File: config.mk
export PLATFORM = sky130hd
export DESIGN_NAME = pa2_seq_driver_flat
export DESIGN_NICKNAME = d
export VERILOG_FILES = /design/src/rtl/pa2_seq_driver_if.sv /design/src/rtl/pa2_seq_driver.sv /design/src/flat_wrapper.sv
export SDC_FILE = /design/constraint.sdc
export NUM_CORES = 1
export LEC_CHECK = 0
export CORE_MARGIN = 1.5
export CORE_UTILIZATION = 59
export DETAILED_ROUTE_END_ITERATION = 6
export PLACE_DENSITY = 0.86
export SLEW_MARGIN = 20
export SYNTH_ARGS = -nofsm -noshare
export SYNTH_HDL_FRONTEND = slang
export SYNTH_SLANG_ARGS = --single-unit
File: constraint.sdc
create_clock -name clock -period 5.35 [get_ports clock]
set_input_delay 0.8025 -clock clock [delete_from_list [all_inputs] [get_ports clock]]
set_output_delay 0.8025 -clock clock [all_outputs]
set_load 0.03 [all_outputs]
File: src/rtl/pa2_seq_driver_if.sv
// ---------------------------------------------------------------------------
// pa2_seq_driver_if
//
// Bundles every non-clock signal of pa2_seq_driver: the burst request
// (start/len/num/mask), the link toward pa2_fsm (valid/num_o/seq out, hit
// back), and the check status (busy/done/pass/err/exp_cnt/hit_cnt).
//
// Modports:
//   master : the driver's view. Request and hit are inputs; link and status
//            are outputs.
//   slave  : the view of whoever issues requests, watches status and plays
//            the pa2_fsm role.
//
// Signals:
//   start    1        request strobe, acted on only while idle
//   len      4        requested beat count (0..15)
//   num      4        target number for the burst
//   mask     MAX_LEN  bit i=1: beat i carries num, bit i=0: beat i carries ~num
//   hit      1        hit pulse returned by pa2_fsm
//   valid    1        burst-active qualifier
//   num_o    4        captured target number
//   seq      4        current beat value
//   busy     1        driver is not idle
//   done     1        one-cycle end-of-check pulse
//   pass     1        result of the last check
//   err      1        protocol error seen during the last check
//   exp_cnt  4        expected hit count
//   hit_cnt  4        observed hit-high cycles, saturating at 15
// ---------------------------------------------------------------------------
interface pa2_seq_driver_if #(
  parameter int MAX_LEN = 10
);
  logic               start;
  logic [3:0]         len;
  logic [3:0]         num;
  logic [MAX_LEN-1:0] mask;
  logic               hit;
  logic               valid;
  logic [3:0]         num_o;
  logic [3:0]         seq;
  logic               busy;
  logic               done;
  logic               pass;
  logic               err;
  logic [3:0]         exp_cnt;
  logic [3:0]         hit_cnt;

  modport master (
    input  start, len, num, mask, hit,
    output valid, num_o, seq, busy, done, pass, err, exp_cnt, hit_cnt
  );

  modport slave (
    output start, len, num, mask, hit,
    input  valid, num_o, seq, busy, done, pass, err, exp_cnt, hit_cnt
  );
endinterface

File: src/rtl/pa2_seq_driver.sv
// ---------------------------------------------------------------------------
// pa2_seq_driver
//
// Initiator end of the pa2_fsm valid/num/seq -> hit protocol. A request
// (length, target number, per-beat match mask) is turned into a registered
// burst of valid/seq beats. The driver then watches the returned hit pulse
// train for a fixed window, counts it against the number of matching beats
// and reports pass/fail.
//
// Parameters:
//   MAX_LEN : longest burst; longer requests are clamped to this
//   WINDOW  : cycles spent collecting hits after the last beat
//             (should be at least MAX_LEN+1 so a full hit run fits)
//
// Ports:
//   clock : system clock, every state update on its rising edge
//   reset : asynchronous, active-high; clears state and outputs at once
//   bus   : pa2_seq_driver_if master view (request, fsm link, status)
//
// Timing from the edge that accepts start (call it edge 0):
//   edges 0..L-1      register beats 0..L-1 (valid high for L cycles)
//   edge  L           valid and seq drop, collection begins
//   edges L+1..L+W    hit is sampled, one sample per window cycle
//   edge  L+W         done/pass registered (done visible for one cycle)
// so done is visible 1+L+WINDOW edges after the accepting edge.
// ---------------------------------------------------------------------------
module pa2_seq_driver #(
  parameter int MAX_LEN = 10,
  parameter int WINDOW  = 12
) (
  input  logic                      clock,
  input  logic                      reset,
  pa2_seq_driver_if.master          bus
);

  localparam int              WIN_W    = (WINDOW > 1) ? $clog2(WINDOW) : 1;
  localparam logic [WIN_W-1:0] WIN_LAST = WIN_W'(WINDOW - 1);
  localparam logic [3:0]      MAX_LEN4 = 4'(MAX_LEN);

  typedef enum logic [1:0] {
    IDLE,
    SEND,
    COLLECT,
    DONE
  } state_t;

  state_t             state;
  logic [MAX_LEN-1:0] burst_mask;  // request mask with out-of-range beats cleared
  logic [3:0]         burst_len;   // clamped beat count
  logic [3:0]         beat;        // index of the next beat to emit
  logic [WIN_W-1:0]   win;         // collection cycle counter
  logic               hit_seen;    // hit has been high in this window
  logic               hit_fell;    // hit has been high and then low again

  // -------------------------------------------------------------------------
  // Request decode: clamp the length and drop mask bits beyond it, so the
  // expected count only covers beats that are actually sent.
  // -------------------------------------------------------------------------
  logic [3:0]         eff_len;
  logic [MAX_LEN-1:0] eff_mask;
  logic [3:0]         eff_pop;

  assign eff_len = (bus.len > MAX_LEN4) ? MAX_LEN4 : bus.len;

  generate
    for (genvar gi = 0; gi < MAX_LEN; gi++) begin : g_eff_mask
      assign eff_mask[gi] = bus.mask[gi] && (eff_len > 4'(gi));
    end
  endgenerate

  always_comb begin
    eff_pop = '0;
    for (int i = 0; i < MAX_LEN; i++) begin
      eff_pop = eff_pop + 4'(eff_mask[i]);
    end
  end

  // -------------------------------------------------------------------------
  // Collection bookkeeping for the current cycle. The final window cycle
  // must fold its own sample into the verdict, so pass is computed from
  // these updated values rather than from the registered ones.
  // -------------------------------------------------------------------------
  logic [3:0] hit_cnt_upd;
  logic       err_upd;

  always_comb begin
    hit_cnt_upd = bus.hit_cnt;
    if (bus.hit && (bus.hit_cnt != 4'hF)) begin
      hit_cnt_upd = bus.hit_cnt + 4'd1;
    end
    // A second rising run inside one window is a protocol error.
    err_upd = bus.err || (bus.hit && hit_fell);
  end

  // -------------------------------------------------------------------------
  // Control FSM with registered outputs.
  // -------------------------------------------------------------------------
  always_ff @(posedge clock or posedge reset) begin
    if (reset) begin
      state       <= IDLE;
      burst_mask  <= '0;
      burst_len   <= '0;
      beat        <= '0;
      win         <= '0;
      hit_seen    <= 1'b0;
      hit_fell    <= 1'b0;
      bus.valid   <= 1'b0;
      bus.num_o   <= '0;
      bus.seq     <= '0;
      bus.busy    <= 1'b0;
      bus.done    <= 1'b0;
      bus.pass    <= 1'b0;
      bus.err     <= 1'b0;
      bus.exp_cnt <= '0;
      bus.hit_cnt <= '0;
    end else begin
      case (state)
        IDLE: begin
          // hit is ignored here so late pulses cannot touch held results.
          if (bus.start) begin
            bus.num_o   <= bus.num;
            burst_mask  <= eff_mask;
            burst_len   <= eff_len;
            bus.exp_cnt <= eff_pop;
            bus.hit_cnt <= '0;
            bus.pass    <= 1'b0;
            bus.err     <= 1'b0;
            bus.busy    <= 1'b1;
            hit_seen    <= 1'b0;
            hit_fell    <= 1'b0;
            win         <= '0;
            if (eff_len != 4'd0) begin
              // Beat 0 goes out on this same edge so it appears the cycle
              // right after the request is accepted.
              state     <= SEND;
              bus.valid <= 1'b1;
              bus.seq   <= eff_mask[0] ? bus.num : ~bus.num;
              beat      <= 4'd1;
            end else begin
              state <= COLLECT;
            end
          end
        end

        SEND: begin
          // The responder must stay quiet while beats are still going out;
          // such hits flag an error and are not counted.
          if (bus.hit) begin
            bus.err <= 1'b1;
          end
          if (beat == burst_len) begin
            bus.valid <= 1'b0;
            bus.seq   <= '0;
            win       <= '0;
            state     <= COLLECT;
          end else begin
            bus.seq <= burst_mask[beat] ? bus.num_o : ~bus.num_o;
            beat    <= beat + 4'd1;
          end
        end

        COLLECT: begin
          bus.hit_cnt <= hit_cnt_upd;
          bus.err     <= err_upd;
          if (bus.hit) begin
            hit_seen <= 1'b1;
          end else if (hit_seen) begin
            hit_fell <= 1'b1;
          end
          if (win == WIN_LAST) begin
            bus.done <= 1'b1;
            bus.pass <= (hit_cnt_upd == bus.exp_cnt) && !err_upd;
            state    <= DONE;
          end else begin
            win <= win + 1'b1;
          end
        end

        DONE: begin
          bus.done <= 1'b0;
          bus.busy <= 1'b0;
          state    <= IDLE;
        end

        default: begin
          state <= IDLE;
        end
      endcase
    end
  end

endmodule

File: src/flat_wrapper.sv
// flat-port wrapper written by rule: the top's interface ports become plain ports
module pa2_seq_driver_flat 
#(
  parameter int MAX_LEN = 10,
  parameter int WINDOW  = 12
)
  (clock, reset, bus_start, bus_len, bus_num, bus_mask, bus_hit, bus_valid, bus_num_o, bus_seq, bus_busy, bus_done, bus_pass, bus_err, bus_exp_cnt, bus_hit_cnt);
  pa2_seq_driver_if #(.MAX_LEN(MAX_LEN)) bus_i ();
  input  logic clock;
  input  logic reset;
  input wire logic [$bits(bus_i.start)-1:0] bus_start;
  input wire logic [$bits(bus_i.len)-1:0] bus_len;
  input wire logic [$bits(bus_i.num)-1:0] bus_num;
  input wire logic [$bits(bus_i.mask)-1:0] bus_mask;
  input wire logic [$bits(bus_i.hit)-1:0] bus_hit;
  output wire logic [$bits(bus_i.valid)-1:0] bus_valid;
  output wire logic [$bits(bus_i.num_o)-1:0] bus_num_o;
  output wire logic [$bits(bus_i.seq)-1:0] bus_seq;
  output wire logic [$bits(bus_i.busy)-1:0] bus_busy;
  output wire logic [$bits(bus_i.done)-1:0] bus_done;
  output wire logic [$bits(bus_i.pass)-1:0] bus_pass;
  output wire logic [$bits(bus_i.err)-1:0] bus_err;
  output wire logic [$bits(bus_i.exp_cnt)-1:0] bus_exp_cnt;
  output wire logic [$bits(bus_i.hit_cnt)-1:0] bus_hit_cnt;
  assign bus_i.start = bus_start;
  assign bus_i.len = bus_len;
  assign bus_i.num = bus_num;
  assign bus_i.mask = bus_mask;
  assign bus_i.hit = bus_hit;
  assign bus_valid = bus_i.valid;
  assign bus_num_o = bus_i.num_o;
  assign bus_seq = bus_i.seq;
  assign bus_busy = bus_i.busy;
  assign bus_done = bus_i.done;
  assign bus_pass = bus_i.pass;
  assign bus_err = bus_i.err;
  assign bus_exp_cnt = bus_i.exp_cnt;
  assign bus_hit_cnt = bus_i.hit_cnt;
  pa2_seq_driver #(.MAX_LEN(MAX_LEN), .WINDOW(WINDOW)) u_core (.clock(clock), .reset(reset), .bus(bus_i));
endmodule
---- After elaboration in Yosys (flattened, before gate mapping) ----
Cells that the tools add are included.
storage, ports and cells
  output and inout bits ................... 21
  register bits after elaboration ......... 47
  logic and storage cells ................. 135
  input bits .............................. 22
cells by class
  reductions and logical operators ........ 35
  $lt $le $gt $ge ......................... 12
  multiplexer cells ....................... 41
  add/subtract/negate cells ............... 12
  bitwise logic cells ..................... 2
  equal/unequal tests ..................... 17
operators by type and width
  operator                                                                          number
  4-bit 2-to-1 mux                                                                  13
  4-bit by 1-bit adder with 4-bit output                                            8
  4-bit case mux with 2 select lines                                                3
  4-bit by 3-bit greater-than comparator with 1-bit output (second input constant)  4
  4-bit AND reduction                                                               4
  3-bit AND reduction                                                               5
  1-bit logical AND                                                                 13
  4-bit by 1-bit adder with 4-bit output (second input constant)                    3
  4-bit greater-than comparator (second input constant)                             3
  2-bit != test (second input constant)                                             6
  1-bit case mux with 2 select lines                                                6
  4-bit case mux with 3 select lines                                                1
  1-bit 2-to-1 mux                                                                  11
  4-bit == test                                                                     2
  4-bit by 1-bit greater-than comparator with 1-bit output (second input constant)  2
  4-bit by 2-bit greater-than comparator with 1-bit output (second input constant)  2
  2-bit 2-to-1 mux                                                                  4
  2-bit by 1-bit != test with 1-bit output (second input constant)                  4
  4-bit NOT                                                                         2
  2-bit case mux with 4 select lines                                                1
  2-bit AND reduction                                                               4
  2-bit nonzero test                                                                4
  4-bit by 5-bit less-than comparator with 1-bit output (second input constant)     1
  1-bit binary-select mux with 4-bit select                                         1
  11 further kinds                                                                  12

---- Depth between registers and ports, before layout ----
Gate-level depths: netlist (run 1).
  depth in word-level cells ............... 13
  gate-level depth with buffers ........... 14

---- Worst setup path after synthesis (run 1) ----
No wires, ideal clock.
  path kind ............................... input-to-reg
  start ................................... in bus_len[1]
  end ..................................... reg u_core.bus.exp_cnt[1]
  buffers on the path ..................... 1
  slack ................................... 1.156 ns
  required time ........................... 5.267 ns
  stages on the path ...................... 13
  arrival ................................. 4.111 ns
  cell sequence ........................... buf_6 nor4_4 nor2b_1 ha_1 fa_1 inv_1 fa_1 fa_1 inv_1 fa_1 inv_1 fa_1 o21ai_0
on the way
  longest elaborated chain between the ends .. 13
RTL lines
  what                                                          line                     source
  start: declaration                                            flat_wrapper.sv:12       input wire logic [$bits(bus_i.len)-1:0] bus_len;
  4-bit greater-than comparator                                 pa2_seq_driver.sv:63     assign eff_len = (bus.len > MAX_LEN4) ? MAX_LEN4 : bus.len;
  4-bit 2-to-1 mux (*)                                          pa2_seq_driver.sv:63
  4-bit by 1-bit greater-than comparator with 1-bit output (*)  pa2_seq_driver.sv:67     assign eff_mask[gi] = bus.mask[gi] && (eff_len > 4'(gi));
  1-bit logical AND (*)                                         pa2_seq_driver.sv:67
  net u_core.eff_mask[0]                                        pa2_seq_driver.sv:60     logic [MAX_LEN-1:0] eff_mask;
  1-bit by 1-bit adder with 2-bit output (*)                    pa2_seq_driver.sv:74     eff_pop = eff_pop + 4'(eff_mask[i]);
  4-bit by 1-bit adder with 4-bit output (*) (8 in series)      pa2_seq_driver.sv:74
  end signal: assignment                                        pa2_seq_driver.sv:124    bus.exp_cnt <= eff_pop;
  end: declaration                                              pa2_seq_driver_if.sv:50  output valid, num_o, seq, busy, done, pass, err, exp_cnt, hit_cnt
The timed path passes the listed nets; every way through them passes the cells marked *.
A chain may end at the register's enable or synchronous reset.

---- Final worst setup path (run 1) ----
  start ................................... in bus_len[3]
  end ..................................... reg u_core.bus.exp_cnt[1]
Same word-level chain as after synthesis.

==> results_dict.tcl, run 1 <==
set metrics [dict create \
    status "completed" \
    grt_usage 0.254 \
    synth_area_leaders "dfrtp_1 (40%), ha_1 (5.6%), o21ai_0 (5.3%)" \
    fin_nets 379 \
    netlist_area_sq_um 2920 \
    path_class "in2reg" \
    hold_viol 0 \
    routed_wl_um 6090 \
    fmax_mhz 224 \
    setup_viol 0 \
    multi_input_area_sq_um 1590 \
    wl_per_cell_um 15.0 \
    synth_seq_area_share 0.402 \
    numCtsBuffers 5 \
    num_io_pins 43 \
    rsz0062_at_grt "false" \
    fin_setup_tns_ps 0 \
    vias_per_cell 5.69 \
    numPortBuffers 42 \
    slew_viol_final 0 \
    overflow 0 \
    grt_max_degree 48 \
    grt_pass1_vias 2242 \
    yosys_register_bits 47 \
    cts_setup_buffers 0 \
    synth_fp_nets 341 \
    crit_path_max_fanout 13 \
    min_path_type "reg2reg" \
    holdBufCountCts 0 \
    crit_required_ps 5580 \
    max_cap_violations 0 \
    dp_hpwl_um 4480 \
    cts.clk_slew.worst_paths_ps 90 \
    drive_gt1_frac 0.0855 \
    antenna_cells 0 \
    initial_utilization 0.615 \
    grt_antenna_before_repair 0 \
    cp_data_arrival_time_ps 4690 \
    layout_min_cycle_time_ps 4460 \
    leakagePower_nw 1.54 \
    insertion_delay_ps 300 \
    worst_pin_slew_ps 814 \
    layout.area.seq_sq_um 1180 \
    yosysTopAreaCellShare 0.402 \
    slew_headroom 0.457 \
    syn_avg_cell_area_sq_um 9.74 \
    globalplace.congestion 0.815 \
    cts_sinks 47 \
    drc 0 \
    fp.dieH_um 73.4 \
    placed_cells 398 \
    worstSetupStartpointType "primary input" \
    grt_pass1_wl_um 10400 \
    ctsResizeCount 0 \
    finalCritPeriodShare 0.834 \
    synth_top_area_cell "dfrtp_1" \
    ys_types 48 \
    cp-end-kind "register" \
    dieArea_sq_um 5390 \
    async_flop_share 1.00 \
    fin_worst_skew_ps 6.42 \
    synth_edf_count 0 \
    drt_iter0_drc 192 \
    fin_cells 406 \
    cts-root-buf "clkbuf_8" \
    synthCells 300 \
    yosys-top-cells-count "dfrtp_1 (47), nand2_1 (32), o21ai_0 (31)" \
    vdd_ir_drop_max_uv 239 \
    cts_htree_levels 2 \
    powerDensity_nw_per_um2 529 \
    ys.flop_type "dfrtp_1" \
    worst_hold_slack_ps 497 \
    cts_tree "yes" \
    p_total_mw 1.83 \
    die_w_um 73.4 \
    ant_nets 0 \
    drtPass1Iterations 4 \
    rows 25 \
    synth.most_common_cell "dfrtp_1" \
    clock_path_buffers 2 \
    num_vias 2312 \
    syn2layout_area_growth_pct 18.1 \
    core_sq_um 4750 \
    fill_cells 371 \
    synth_warnings 0 \
]
## routing by layer
layer  up-vias  GRT usage  share of wire
met1      1135      0.319           0.43
met2        52      0.453           0.52
met5         -          0              0
met4         0     0.0761          0.013
met3         8     0.0370          0.034
li1       1117          -              -
## critical path, stage by stage
cell	delay (ps)
clkdlybuf4s50_1	610
nor4_4	340
nor2b_1	100
ha_1	310
fa_1	480
inv_1	50
fa_1	450
fa_1	490
inv_1	50
fa_1	380
inv_1	80
fa_1	390
o21ai_0	150
## final timing paths
| check | start | end | slack (ps) | cells after the start |
|---|---|---|---|---|
| max | bus_len[3] | u_core.bus.exp_cnt[1]$_DFFE_PP0P_ | 890 | 13 |
| min | u_core.burst_mask[9]$_DFFE_PP0P_ | u_core.burst_mask[9]$_DFFE_PP0P_ | 500 | 2 |
| max reg2reg | u_core.state[0]$_DFFE_PP0P_ | u_core.bus.seq[1]$_DFFE_PP0P_ | 3210 | 7 |
| min reg2reg | u_core.burst_mask[9]$_DFFE_PP0P_ | u_core.burst_mask[9]$_DFFE_PP0P_ | 500 | 2 |
| max in group asynchronous | reset | u_core.hit_fell$_DFFE_PP0P_ | 3910 | 2 |
| min in group asynchronous | reset | u_core.bus.exp_cnt[2]$_DFFE_PP0P_ | 960 | 2 |
## logic make-up (layout without fill, tap and decap cells)
kind of cell / count (synthesis) / count (layout) / share of synthesized area
AND/OR/NAND/NOR: 81 / 81 / 0.135
AO/OA/AOI/OAI: 75 / 75 / 0.165
flip-flops: 47 / 47 / 0.402
buffers and inverters: 34 / 73 / 0.0531
multiplexers: 25 / 25 / 0.0912
adder cells (fa/ha/maj): 19 / 19 / 0.0967
XOR/XNOR: 19 / 19 / 0.0569
## power by group
part | internal (mW) | total, mW | switching, mW
registers | 0.493 | 0.626 | 0.133
logic | 0.439 | 0.983 | 0.544
clock network | 0.0916 | 0.217 | 0.125
total | 1.02 | 1.83 | 0.802
## layout make-up
type                       instances  share of cell area
multi-input combinational        219               0.461
sequential                        47               0.341
timing repair buffer              44               0.126
tap                               67              0.0243
inverter                          21              0.0232
clock buffer                       6              0.0210
clock inverter                     2             0.00362
## state kept, by name (all words and copies together) (netlist names), 2 cells and up
register,flops
u_core.burst_mask,10
u_core.beat,4
u_core.burst_len,4
u_core.bus.exp_cnt,4
u_core.bus.hit_cnt,4
u_core.bus.num_o,4
u_core.bus.seq,4
u_core.win,4
u_core.state,2
## per-stage QoR
| stage | util | worst slack, ps | instance area (sq um) |
|---|---|---|---|
| after floorplan | - | 1160 | 2920 |
| after global placement | 0.708 | 617 | 3370 |
| after detailed placement | 0.708 | 563 | 3370 |
| after CTS | 0.726 | 888 | 3450 |
| after global routing | 0.726 | 661 | 3450 |
| final | 0.726 | 890 | 3450 |
## layout by cell type (no fill, tap or decap), types with 2 or more instances in the layout
master / instances
a21o_1: 3
a21oi_1: 10
a22o_1: 2
a22oi_1: 4
a31oi_1: 2
and3_1: 2
buf_4: 2
clkbuf_8: 5
clkdlybuf4s50_1: 42
clkinv_2: 2
dfrtp_1: 47
fa_1: 6
ha_1: 13
inv_1: 20
mux2_2: 13
mux2i_1: 12
nand2_1: 32
nand2b_1: 3
nand3_1: 5
nand4_1: 3
nor2_1: 19
nor2b_1: 6
nor3_1: 2
o21a_1: 3
o21ai_0: 31
o22ai_1: 3
o31ai_1: 5
o41ai_1: 2
or2_2: 2
xnor2_1: 13
xor2_1: 6
(Power assumes the default switching activity.)
==> run 2: changes to the inputs <==
--- a/config.mk
+++ b/config.mk
@@ -6,9 +6,9 @@
 export NUM_CORES = 1
 export LEC_CHECK = 0
 export CORE_MARGIN = 1.5
-export CORE_UTILIZATION = 59
+export CORE_UTILIZATION = 49
 export DETAILED_ROUTE_END_ITERATION = 6
-export PLACE_DENSITY = 0.86
+export PLACE_DENSITY = 0.76
 export SLEW_MARGIN = 20
 export SYNTH_ARGS = -nofsm -noshare
 export SYNTH_HDL_FRONTEND = slang
==> constraint.sdc (replaced) <==
create_clock -name clock -period 3.77 [get_ports clock]
set_input_delay 0.5655 -clock clock [delete_from_list [all_inputs] [get_ports clock]]
set_output_delay 0.5655 -clock clock [all_outputs]
set_load 0.03 [all_outputs]
==> run 2 against run 1 <==
Routed wire length rose by 2.3%. Clock power rose by 37%. Via count fell by 0.43%. Cell area rose by 3.7%. Core utilization fell by 9.2 points. Cell count rose by 4.7%. Sequential share of layout area fell by 1.2 points. Critical path type unchanged. Critical endpoint unchanged. Highest routed layer unchanged.
==> results_dict.tcl, run 2 (synthesis results as in run 1) <==
set metrics [dict create \
    insertion_delay_ps 300 \
    cp_cell_sequence "buf_6 -> nor4_4 -> nor2b_2 -> ha_4 -> fa_1 -> inv_2 -> fa_1 -> fa_1 -> inv_2 -> fa_2 -> inv_2 -> fa_1 -> o21ai_1" \
    largest-register "u_core.burst_mask" \
    layout_min_cycle_time_ps 3690 \
    cts-root-buf "clkbuf_8" \
    crit_path_max_fanout 2 \
    leakagePower_nw 1.63 \
    drtPass1Iterations 4 \
    cts.clk_slew.worst_paths_ps 80 \
    drt_iter0_drc 142 \
    syn2layout_area_growth_pct 22.4 \
    status "completed" \
    initial_utilization 0.518 \
    dieArea_sq_um 6440 \
    clock_path_buffers 2 \
    multi_input_area_sq_um 1610 \
    hold_viol 0 \
    hold_path_end "u_core.burst_mask[6]$_DFFE_PP0P_" \
    powerDensity_nw_per_um2 725 \
    fin_setup_tns_ps 0 \
    overflow 0 \
    core_sq_um 5640 \
    cp_slowest_cell "fa_1" \
    holdPathStages 2 \
    worstReg2RegStart "u_core.state[0]$_DFFE_PP0P_" \
    rsz0062_at_grt "true" \
    holdBufCountCts 0 \
    min_from "u_core.burst_mask[6]$_DFFE_PP0P_" \
    r2r-end "u_core.beat[1]$_DFFE_PP0P_" \
    slew_viol_final 0 \
    setup_viol 0 \
    path_class "in2reg" \
    grt_usage 0.214 \
    ant_nets 0 \
    largest_reg_flops 10 \
    fp.dieH_um 80.2 \
    cp_data_arrival_time_ps 3920 \
    numPortBuffers 42 \
    min_path_type "reg2reg" \
    cp-end-kind "register" \
    final_cell_mix "dfrtp_1 (47), clkdlybuf4s50_1 (36), nand2_1 (32)" \
    layout.area.seq_sq_um 1180 \
    finalCritPeriodShare 0.978 \
    worstSetupStartpointType "primary input" \
    antenna_cells 0 \
    dp_hpwl_um 4730 \
    fin_worst_skew_ps 5.72 \
    path_common_cell "fa_1" \
    dpl_cell_area_sq_um 3460 \
    routed_wl_um 6230 \
    fill_cells 466 \
    grt_pass1_wl_um 10600 \
    cts_htree_levels 2 \
    rows 27 \
    cts_sinks 47 \
    slew_headroom 0.457 \
    globalplace.congestion 0.808 \
    slowest_delay_ps 550 \
    worst_pin_slew_ps 813 \
    r2r_slack_ps 1540 \
    vias_per_cell 5.42 \
    drc 0 \
    design_area_sq_um 3580 \
    vdd_ir_drop_max_uv 274 \
    num_vias 2302 \
    numCtsBuffers 5 \
    fmax_mhz 271 \
    grt_pass1_vias 2274 \
    cts_tree "yes" \
    fin_nets 393 \
    num_io_pins 43 \
    ff2ff_path_depth 8 \
    drive_gt1_frac 0.147 \
    wl_per_cell_um 14.7 \
    max_cap_violations 0 \
    crit_required_ps 4000 \
    grt_antenna_before_repair 0 \
    grt_max_degree 48 \
    die_w_um 80.2 \
    final_common_cell "dfrtp_1" \
]
-- run 2: changes by cell type in the layout (fill, tap and decap cells not counted), moves of 2 or more --
cell and delta:
dlymetal6s2s_1 +2, clkbuf_2 +2, inv_1 -3, inv_2 +3, clkdlybuf4s50_1 -6, buf_4 +14
-- run 2: timing repair --
item,4_1_cts,5_1_grt
setup endpoints to repair,4,3
pin swaps,1,9
setup buffers,1,2
endpoints found under the hold margin,0,0
gates resized for setup,4,22
gates cloned,0,0
-- run 2: area by class of cell --
cell class	instances	share of cell area
clock inverters	1	0.00140
clock buffers	7	0.0213
flip-flops and latches	47	0.329
well taps	72	0.0252
multi-input cells	219	0.450
repair buffers	58	0.151
inverters	21	0.0224
-- run 2: metal layers --
layer,wire (um),share of wire,vias to the layer above,GRT usage
li1,-,-,1146,-
met2,3050,0.49,42,0.353
met3,141,0.023,8,0.0409
met4,92,0.015,0,0.0621
met5,0,0,-,0
met1,2950,0.47,1106,0.285
-- run 2: power breakdown --
part           internal [mW]  switching [mW]  total (mW)
clock network          0.130           0.167       0.297
registers              0.700           0.186       0.886
logic                  0.635           0.776        1.41
-- run 2: worst max-delay path by stage --
stage               start                           endpoint  slack (ps)
2_1_floorplan  bus_len[2]  u_core.bus.exp_cnt[1]$_DFFE_PP0P_         -20
3_3_place_gp   bus_len[2]  u_core.bus.exp_cnt[1]$_DFFE_PP0P_        -460
3_5_place_dp   bus_len[2]  u_core.bus.exp_cnt[1]$_DFFE_PP0P_        -560
4_1_cts        bus_len[3]  u_core.bus.exp_cnt[1]$_DFFE_PP0P_          30
5_1_grt        bus_len[0]  u_core.bus.exp_cnt[1]$_DFFE_PP0P_         -50
6_report       bus_len[0]  u_core.bus.exp_cnt[1]$_DFFE_PP0P_          80
-- run 2: critical path: cells and delay by family --
kind / cells / cell delay [ps]
AOI/OAI and AO/OA: 1 / 130
and+or+nand+nor: 2 / 400
adders and majority gates: 6 / 2570
buffers and inverters: 4 / 240
-- run 2: per-stage QoR --
stage | util | setup WS (ps) | hold WS [ps] | cells | total power [mW]
2_1_floorplan | - | -16.2 | 449 | 300 | 1.89
3_3_place_gp | 0.613 | -464 | 468 | 414 | 2.25
3_5_place_dp | 0.613 | -560 | 479 | 414 | 2.30
4_1_cts | 0.628 | 29.7 | 498 | 423 | 2.59
5_1_grt | 0.634 | -45.7 | 534 | 425 | 2.81
6_report | 0.634 | 83.4 | 491 | 425 | 2.59
